$ cat config.mk
export PLATFORM = sky130hd
export DESIGN_NAME = systolic_dataflow_sequencer
export DESIGN_NICKNAME = d
export VERILOG_FILES = /design/src/rtl/systolic_dataflow_sequencer.sv
export SDC_FILE = /design/constraint.sdc
export NUM_CORES = 1
export LEC_CHECK = 0
export BUFFER_PORTS_ARGS = -buffer_cell sky130_fd_sc_hd__buf_2
export CORE_AREA = 2 2 372 374
export DETAILED_ROUTE_END_ITERATION = 8
export DIE_AREA = 0 0 374 376
export PLACE_DENSITY = 0.56
export SYNTH_ARGS = -nofsm -noshare
export SYNTH_HDL_FRONTEND = slang
export SYNTH_SLANG_ARGS = --single-unit
export TNS_END_PERCENT = 1
$ cat constraint.sdc
create_clock -name clk -period 5.37 [get_ports clk]
set_input_delay 0.537 -clock clk [delete_from_list [all_inputs] [get_ports clk]]
set_output_delay 0.537 -clock clk [all_outputs]
set_load 0.02 [all_outputs]
$ cat src/rtl/systolic_dataflow_sequencer.sv
// Dataflow sequencer for a ROWS x COLS systolic MAC array: weight- or output-stationary per job,
// skewed operand buses, and result-matrix assembly from the array's bottom edge.
module systolic_dataflow_sequencer #(
    parameter int WORD_SIZE = 16,
    parameter int ROWS      = 4,
    parameter int COLS      = 4,
    parameter int ARRAY_LAT = 1
) (
    input  logic                          clk,
    input  logic                          rst,
    input  logic                          start,
    input  logic                          mode,
    input  logic [ROWS*COLS*WORD_SIZE-1:0] top_matrix,
    input  logic [ROWS*ROWS*WORD_SIZE-1:0] left_matrix,
    input  logic [COLS*WORD_SIZE-1:0]      bottom_out,
    output logic                          set_stationary,
    output logic                          stat_bit_in,
    output logic                          fsm_out_select_in,
    output logic [COLS*WORD_SIZE-1:0]      top_in_bus,
    output logic [ROWS*WORD_SIZE-1:0]      left_in_bus,
    output logic                          busy,
    output logic                          result_valid,
    input  logic                          result_ack,
    output logic [ROWS*COLS*WORD_SIZE-1:0] output_matrix
);

    localparam int W       = WORD_SIZE;
    localparam int TS      = 2*ROWS + COLS - 3 + ARRAY_LAT;
    localparam int UL      = ROWS - 1 + ARRAY_LAT;
    localparam int CNT_MAX = (TS > UL) ? TS : UL;
    localparam int CNT_W   = (CNT_MAX < 1) ? 1 : $clog2(CNT_MAX + 1);

    typedef enum logic [2:0] {IDLE, LOAD, STREAM, UNLOAD, DONE} state_t;

    state_t                    state, state_d;
    logic [CNT_W-1:0]          cnt, cnt_d;
    logic                      accept;
    logic                      mode_q;
    logic [ROWS*ROWS*W-1:0]    a_q;
    logic [ROWS*COLS*W-1:0]    b_q;
    logic [ROWS*COLS*W-1:0]    out_q;
    logic                      ws_stream, os_stream;
    int                        cnt_i;

    assign cnt_i     = int'(cnt);
    assign ws_stream = (state == STREAM) && !mode_q;
    assign os_stream = (state == STREAM) && mode_q;

    always_ff @(posedge clk or negedge rst) begin
        if (!rst) begin
            state <= IDLE;
            cnt   <= '0;
        end else begin
            state <= state_d;
            cnt   <= cnt_d;
        end
    end

    always_comb begin
        state_d = state;
        cnt_d   = cnt;
        accept  = 1'b0;
        case (state)
            IDLE: begin
                if (start) begin
                    accept  = 1'b1;
                    cnt_d   = '0;
                    state_d = mode ? STREAM : LOAD;
                end
            end
            LOAD: begin
                if (cnt == CNT_W'(ROWS - 1)) begin
                    cnt_d   = '0;
                    state_d = STREAM;
                end else begin
                    cnt_d = cnt + CNT_W'(1);
                end
            end
            STREAM: begin
                if (cnt == CNT_W'(TS)) begin
                    cnt_d   = '0;
                    state_d = mode_q ? UNLOAD : DONE;
                end else begin
                    cnt_d = cnt + CNT_W'(1);
                end
            end
            UNLOAD: begin
                if (cnt == CNT_W'(UL)) begin
                    cnt_d   = '0;
                    state_d = DONE;
                end else begin
                    cnt_d = cnt + CNT_W'(1);
                end
            end
            DONE: begin
                if (result_ack) state_d = IDLE;
            end
            default: state_d = IDLE;
        endcase
    end

    assign set_stationary    = (state == LOAD);
    assign stat_bit_in       = (state == LOAD) || ws_stream;
    assign fsm_out_select_in = (state == UNLOAD);
    assign busy              = (state == LOAD) || (state == STREAM) || (state == UNLOAD);
    assign result_valid      = (state == DONE);
    assign output_matrix     = out_q;

    // Skew windows: element (row, k) appears when the step index equals the sum of its coordinates.
    always_comb begin
        top_in_bus  = '0;
        left_in_bus = '0;
        for (int k = 0; k < ROWS; k++) begin
            for (int c = 0; c < COLS; c++) begin
                if ((state == LOAD) && (cnt_i == ROWS - 1 - k))
                    top_in_bus[c*W +: W] = b_q[(k*COLS + c)*W +: W];
                if (os_stream && (cnt_i == k + c))
                    top_in_bus[c*W +: W] = b_q[(k*COLS + c)*W +: W];
            end
        end
        for (int r = 0; r < ROWS; r++) begin
            for (int k = 0; k < ROWS; k++) begin
                if (ws_stream && (cnt_i == r + k))
                    left_in_bus[k*W +: W] = a_q[(r*ROWS + k)*W +: W];
                if (os_stream && (cnt_i == r + k))
                    left_in_bus[r*W +: W] = a_q[(r*ROWS + k)*W +: W];
            end
        end
    end

    always_ff @(posedge clk or negedge rst) begin
        if (!rst) begin
            a_q    <= '0;
            b_q    <= '0;
            mode_q <= 1'b0;
            out_q  <= '0;
        end else begin
            if (accept) begin
                a_q    <= left_matrix;
                b_q    <= top_matrix;
                mode_q <= mode;
                out_q  <= '0;
            end
            // WS: row i of column c leaves the bottom edge skewed by its column index.
            for (int i = 0; i < ROWS; i++) begin
                for (int c = 0; c < COLS; c++) begin
                    if (ws_stream && (cnt_i == i + c + ROWS - 1 + ARRAY_LAT))
                        out_q[(i*COLS + c)*W +: W] <= bottom_out[c*W +: W];
                end
            end
            // OS: accumulators shift down, so the bottom row emerges first.
            for (int r = 0; r < ROWS; r++) begin
                if ((state == UNLOAD) && (cnt_i == ROWS - 1 - r + ARRAY_LAT))
                    out_q[r*COLS*W +: COLS*W] <= bottom_out;
            end
        end
    end

endmodule

# After elaboration in Yosys (flattened, before gate mapping)
# Index checks and enable logic that the tools add are counted.
# word_totals
input_bits	581
output_inout_bits	389
wordCells	197
ff_bits	776
# op_classes
n_eq_ne	22
n_reduce_logical	53
n_addsub	1
mux	100
# op_table
cell	n
2-to-1 mux 16 bit	80
2-to-1 mux 256 bit	1
2-to-1 mux 64 bit	4
nonzero test 3 bit	16
== test 4 bit (second input constant)	8
zero test 32 bit	1
logical AND 1 bit	28
2-to-1 mux 3 bit	6
2-to-1 mux 4 bit	4
case mux 4 bit (4 select lines)	1
case mux 3 bit (5 select lines)	1
== test 4 x 3 -> 1 bit (second input constant)	3
== test 4 x 2 -> 1 bit (second input constant)	2
inequality test 2 x 1 -> 1 bit (second input constant)	4
== test 3 x 2 -> 1 bit (second input constant)	2
AND reduction 5 bit	1
adder 4 x 1 -> 4 bit (second input constant)	1
nonzero test 4 bit	1
== test 3 x 1 -> 1 bit (second input constant)	1
== test 3 bit (second input constant)	1
zero test 3 bit	1
logical OR 1 bit	3
2-to-1 mux 1 bit	2
2-to-1 mux 2 bit	1
other kinds (3)	3

# Depth between registers and ports, before layout
# Gate-level depths: netlist (run 1).
# logic_depth
word_depth	11
mapped_depth	10
mapped_depth_nobuf	7

# Worst setup path after synthesis (run 1)
# No wires, ideal clock.
# synth_timing
kind	register to output
start	register cnt[0]
end	output left_in_bus[30]
arrival_time_ns	2.380
path_slack_ns	2.453
path_stages_with_launch	9
n_path_buf	2
t_required_ns	4.833
path_cell_list	dfrtp_1 > inv_1 > ha_1 > buf_2 > clkinv_1 > nor2_1 > clkbuf_1 > a222oi_1 > a221oi_1
# synth_between
elab_chain_len	10
# synth_lines
element	line_no	text
start: declaration	36	logic [CNT_W-1:0] cnt, cnt_d;
start signal: assignment	55	cnt <= cnt_d;
== test 4 x 2 -> 1 bit	123, 125	
logical AND 1 bit	123	if (ws_stream && (cnt_i == r + k))
2-to-1 mux 16 bit	123	
2-to-1 mux 16 bit	125	if (os_stream && (cnt_i == r + k))
2-to-1 mux 16 bit	123	
2-to-1 mux 16 bit (3 in a row)	125	
2-to-1 mux 16 bit	123	
2-to-1 mux 16 bit *	123	
end: declaration	20	output logic [ROWS*WORD_SIZE-1:0] left_in_bus,
# Every way passes the cells marked *; elsewhere a longest branch is shown, timed or not.

# Worst setup path in the final report (run 1)
# layout_timing
start	register cnt[2]
end	output left_in_bus[51]
# layout_between
elab_chain_len	10
# layout_lines
element	line_no
== test 4 x 3 -> 1 bit	123, 125
logical AND 1 bit	123
2-to-1 mux 16 bit (3 in a row)	123
2-to-1 mux 16 bit (3 in a row)	125
2-to-1 mux 16 bit	123
2-to-1 mux 16 bit *	125
# Marked as above.

==> results of run 1 <==
-- cell type report --
type	instances	area [um^2]	share of cell area [%]
flip-flops and latches	776	19420	40.90
multi-input cells	3230	14910	31.41
repair buffers	1251	7640	16.09
clock buffers	134	2761	5.816
well taps	1794	2245	4.728
clock inverters	32	441.7	0.9302
diodes	13	32.53	0.06851
inverters	7	26.28	0.05534
-- per-stage QoR --
step / setup slack, ns / utilization (%) / hold WS [ns] / total power [mW] / instances
floorplan: 2.453 / - / 0.2414 / 16.24 / 4332
global placement: 1.179 / 30.84 / 0.4569 / 20.92 / 6848
detailed placement: 1.162 / 30.84 / 0.4622 / 21.03 / 6848
CTS: 0.3872 / 34.72 / 0.00001166 / 27.94 / 7224
global route: 0.2867 / 34.74 / 0.01369 / 29.51 / 7232
finish: 0.4100 / 34.75 / 0.05406 / 27.95 / 7237
-- worst max-delay path: stages (launching register included) --
cell	delay, ns
dfrtp_2	0.35
buf_4	0.47
nor4bb_1	0.34
buf_4	0.19
nand3b_1	0.62
nand2_1	0.84
o22ai_1	0.18
a21oi_1	0.43
buf_2	0.29
-- per-layer routing --
layer  GRT usage (%)  vias up
met5               0        -
met4           8.838       34
met3           7.297      312
met2           35.05     1720
met1           32.16    17648
li1                -    16398
-- layout by cell type, fill, tap and decap left out, types with 20 or more instances in the layout --
master	synthesis	routed
buf_4	0	61
o21ai_0	328	326
a21oi_1	86	77
dfrtp_1	776	774
o22ai_1	131	131
clkbuf_8	0	28
clkbuf_16	0	93
a22o_1	33	33
a221oi_1	95	95
nor2_1	158	156
dlygate4sd3_1	0	210
and3_1	20	20
buf_2	61	968
a221o_1	33	33
nand2_1	2160	2159
-- synth_stat cells (18+ instances only) --
master	instances	area [um^2]
nand3_1	18	90.09
nor2_1	158	593.1
dfrtp_1	776	19420
o22ai_1	131	819.5
clkbuf_1	242	908.4
a22o_1	33	289.0
a22oi_1	18	135.1
nand2_1	2160	8108
buf_2	61	305.3
a21oi_1	86	430.4
a221o_1	33	330.3
o21ai_0	328	1642
and3_1	20	125.1
a221oi_1	95	832.1
-- registers in the layout, indices dropped and copies added (netlist names) --
| signal | cells |
|---|---|
| output_matrix | 256 |
| b_q | 256 |
| mode_q | 1 |
| a_q | 256 |
| cnt | 4 |
| state | 3 |
-- power by group through the flow --
stage / clock (mW) / sequential (mW) / combinational, mW
after floorplan: 0 / 10.3 / 5.90
after global placement: 0 / 10.6 / 10.4
after detailed placement: 0 / 10.6 / 10.5
after CTS: 6.80 / 10.5 / 10.6
after global routing: 7.03 / 10.8 / 11.6
final: 6.67 / 10.6 / 10.7
-- how the worst min path moves through the flow --
stage / end / slack, ns / start
floorplan: a_q[0]$_DFFE_PN0P_ / 0.24 / rst
global placement: b_q[23]$_DFFE_PN0P_ / 0.46 / b_q[23]$_DFFE_PN0P_
detailed placement: b_q[12]$_DFFE_PN0P_ / 0.46 / b_q[12]$_DFFE_PN0P_
CTS: a_q[220]$_DFFE_PN0P_ / 0.00001 / left_matrix[220]
global route: b_q[59]$_DFFE_PN0P_ / 0.01 / top_matrix[59]
finish: b_q[63]$_DFFE_PN0P_ / 0.05 / top_matrix[63]
-- cells by family (layout without fill, tap and decap cells) --
logic type,after synthesis,in the layout,synth area share [%]
adder cells (fa/ha/maj),4,4,0.1409
other,0,13,0
AO/OA/AOI/OAI,806,806,14.73
buffers and inverters,326,1424,3.703
flip-flops,776,776,54.68
multiplexers,17,17,0.5355
AND/OR/NAND/NOR,2403,2403,26.21
-- timing repair --
action,CTS,global route
setup endpoints to repair,0,1
hold endpoints to repair,276,0
resized for setup,0,1
hold buffers,210,0
==> reports/metrics.csv, run 1 <==
metric;value;unit
row count;136;
Reg2Reg Setup Slack;2.22;ns
Worst Setup SP;cnt[2]$_DFFE_PN0P_;
Post-Route Setup TNS;0;ns
worst hold path type;in2reg;
CTS clk-pin slew, worst paths;0.06;ns
mapped cell area;35510;um^2
synth warn;0;
Final Slew Violations;0;
antenna viol nets, final;0;
Detailed Route WL;172.4;mm
FILL cells;14347;
die area;140600;um^2
total I/O pin count;970;
flops & latches, synth;776;
sequential power share;37.9;%
Post-layout nets;5942;
routability cong.;0.9699;
f_max;201.6;MHz
clock skew;0.03477;ns
Tcrit/Tclk final;92.36;%
first-pass GRT wire length;245.2;mm
core area;136600;um^2
Post-synth top flop;dfrtp_1;
R2R depth;7;
final-report setup violation count;0;
Leak;24.46;nW
initial antenna violation count;36;
dpl cell area;42140;um^2
switching power total;12.27;mW
Initial Util;25.99;%
synthesized area per cell;8.197;um^2
Max Root-Sink Buffers;3;
detailed-route via count;36112;
post-DR wirelength/cell;23.82;um
status;completed;
crit path DAT;4.42;ns
hold-critical path depth;3;
met2 WL;75.27;mm
Clock power frac;23.9;%
post-route design area;47480;um^2
number of max-cap violations;0;
Int Pwr;15.68;mW
CTS tree;yes;
Worst Setup End Kind;primary output;
total grt overflow;0;
Post-synth EDFFs;0;
RSZ-0062 raised after global routing;false;
H-tree depth;3;
required time of the critical path;4.83;ns
CTS Buf Count;91;
Synth Instances;4332;
Die Y;376;um
IO buf count;969;
DRT iter0 DRCs;3621;
Crit Path Class;reg2out;
clock root buffer;clkbuf_16;
layout cell share with drive strength beyond 1;23.17;%
largest net degree at the start of global routing;191;
Max VDD drop;338.3;uV
Seq/Total Area, Yosys;54.68;%
post-synth net total;4917;
Combinational Power Share;38.2;%
Switching Fraction;43.90;%
min Tclk post-route;4.960;ns
DRC;0;
max_slew headroom;14.30;%
Die Width;374;um
Hold Fails Final Rpt;0;
post-synthesis async set-or-reset flop share;100.0;%
clock tree sinks;776;
RR Endpoint;output_matrix[60]$_DFFE_PN0P_;
power density over the cells;588.8;nW/um^2
number of global-route vias before repair;34436;
worst r2r src;cnt[0]$_DFFE_PN0P_;
DRT Pass-1 Iters;9;
CP startpoint kind;flip-flop;
Top Metal Used;met5;
slew at the pin closest to its max-slew limit;1.285;ns
metal3 WL;16.06;mm
worst-skew pair later-pin latency;0.70;ns
postcts setup bufs;0;
Netlist cell types;55;
gr usage total;23.63;%
M1 WL;73.88;mm
Layout Area Growth over Synthesis;33.70;%
crit path to;left_in_bus[51];
Via density;4.990;
crit-path max FO;40;
HPWL after DPL;128.1;mm
No activity file was read; power rests on OpenSTA's default activity.
==> run 2: changes to the inputs <==
Settings changed: MAX_ROUTING_LAYER set to met4.
==> reports/metrics.csv, run 2 (same netlist as run 1, synthesis figures left out) <==
metric;value;unit
status;completed;
largest net degree at the start of global routing;203;
total I/O pin count;970;
Worst Setup End Kind;primary output;
Max VDD drop;319.9;uV
CTS tree;yes;
Initial Util;25.99;%
Via density;4.977;
total grt overflow;0;
CTS Buf Count;91;
initial antenna violation count;22;
clock root buffer;clkbuf_16;
Layout Area Growth over Synthesis;37.08;%
HPWL after DPL;128.3;mm
layout cell share with drive strength beyond 1;22.53;%
antenna viol nets, final;0;
Detailed Route WL;174.8;mm
CP Cell Sequence;nor4bb_2 > and3_1 > nand2_1 > a22o_1 > a21oi_1 > buf_2;
Post-layout nets;6065;
most frequent cells in the layout;nand2_1 (2,158), buf_2 (968), dfrtp_1 (774), dlygate4sd3_1 (335), o21ai_0 (326);
power density over the cells;575.6;nW/um^2
DRT iter0 DRCs;3598;
Post-Route Setup TNS;0;ns
crit-path max FO;32;
Sequential cell area;19420;um^2
slew at the pin closest to its max-slew limit;1.346;ns
Non-Filler Instances;7364;
H-tree depth;3;
DRC;0;
Max stage delay on crit path;1.18;ns
number of max-cap violations;0;
DRT Pass-1 Iters;8;
max_slew headroom;10.29;%
Design Power;28.02;mW
placed cells;6843;
f_max;193.1;MHz
clock skew;0.02994;ns
Die Y;376;um
gr usage total;24.73;%
IO buf count;969;
Tcrit/Tclk final;96.44;%
first-pass GRT wire length;250.0;mm
Final Slew Violations;0;
sequential power share;38.1;%
core area;136600;um^2
die area;140600;um^2
CTS clk-pin slew, worst paths;0.06;ns
worst-skew pair later-pin latency;0.70;ns
switching power total;12.41;mW
Int Pwr;15.61;mW
Leak;24.92;nW
crit path DAT;4.64;ns
final-report setup violation count;0;
FILL cells;14311;
clock tree sinks;776;
Crit Path Class;reg2out;
post-DR wirelength/cell;23.74;um
RSZ-0062 raised after global routing;false;
most common cell after layout, fill and taps aside;nand2_1;
required time of the critical path;4.83;ns
number of global-route vias before repair;35636;
Crit path max-delay family;simple AND/OR/NAND/NOR gates;
row count;136;
Combinational Power Share;38.3;%
Max Root-Sink Buffers;3;
Die Width;374;um
Min Hold Slack;0.06329;ns
routability cong.;0.9755;
CP startpoint kind;flip-flop;
multi-input logic area;14920;um^2
Clock power frac;23.6;%
detailed-route via count;36648;
min Tclk post-route;5.179;ns
Crit-path slowest cell;and3_1;
Switching Fraction;44.28;%
Hold Fails Final Rpt;0;
worst hold path type;in2reg;
CP Buf/Inv Count;1;
==> run 2: path summary, 6_finish.rpt <==
path                            slack [ns]                 start  cells past startpoint                             end
worst max register to register        1.64  state[2]$_DFFE_PN0P_                      5  output_matrix[163]$_DFFE_PN0P_
worst min register to register        0.47  b_q[216]$_DFFE_PN0P_                      2            b_q[216]$_DFFE_PN0P_
max in group asynchronous             3.37                   rst                      3            b_q[132]$_DFFE_PN0P_
min in group asynchronous             0.45                   rst                      2   output_matrix[18]$_DFFE_PN0P_
worst min-delay path                  0.06        top_matrix[70]                      3             b_q[70]$_DFFE_PN0P_
worst max-delay path                  0.19  state[2]$_DFFE_PN0P_                      6                 left_in_bus[49]
==> run 2: timing repair <==
item | CTS | global route
pin swaps | 0 | 1
hold endpoints to repair | 399 | 0
gates resized for setup | 2 | 0
setup endpoints to repair | 9 | 1
buffers inserted | 0 | 3
hold buffers | 335 | 0
==> run 2: final cells by class <==
type	count	share of cell area, %
flip-flops and latches	776	39.90
multi-input cells	3230	30.65
repair buffers	1374	18.26
clock buffers	120	5.192
well taps	1794	4.611
clock inverters	42	1.231
diodes	21	0.1080
inverters	7	0.05398
==> run 2: stage by stage <==
stage / worst slack (ns) / util (%) / area (um^2)
after floorplan: 2.453 / - / 35510
final: 0.1911 / 35.62 / 48680
after global routing: 0.0003002 / 35.62 / 48670
after global placement: 0.4965 / 30.82 / 42110
after detailed placement: 0.4190 / 30.82 / 42110
after CTS: 0.1688 / 35.57 / 48600
==> run 2: worst register-to-register path, stage by stage, from the launching register on <==
cell     delay [ns]
dfrtp_1        0.68
nor4b_4        1.09
nand3_1        0.41
a21oi_2        0.95
buf_4          0.34
o21ai_0        0.12
==> run 2: power by group through the flow <==
stage / Clock (mW) / Sequential [mW] / Combinational, mW
global route: 7.02 / 10.9 / 11.7
global placement: 0 / 10.6 / 10.3
detailed placement: 0 / 10.6 / 10.4
CTS: 6.80 / 10.6 / 10.7
finish: 6.62 / 10.7 / 10.7
floorplan: 0 / 10.3 / 5.90
==> run 2: metal layers <==
metal	part of all wire, %	track usage [%]	up-vias	wire [um]
li1	-	-	16657	-
met1	43	32.46	17942	75540
met2	44	36.39	1725	77100
met3	8.6	6.398	324	15070
met4	4.1	9.648	0	7111
met5	0	-	-	0
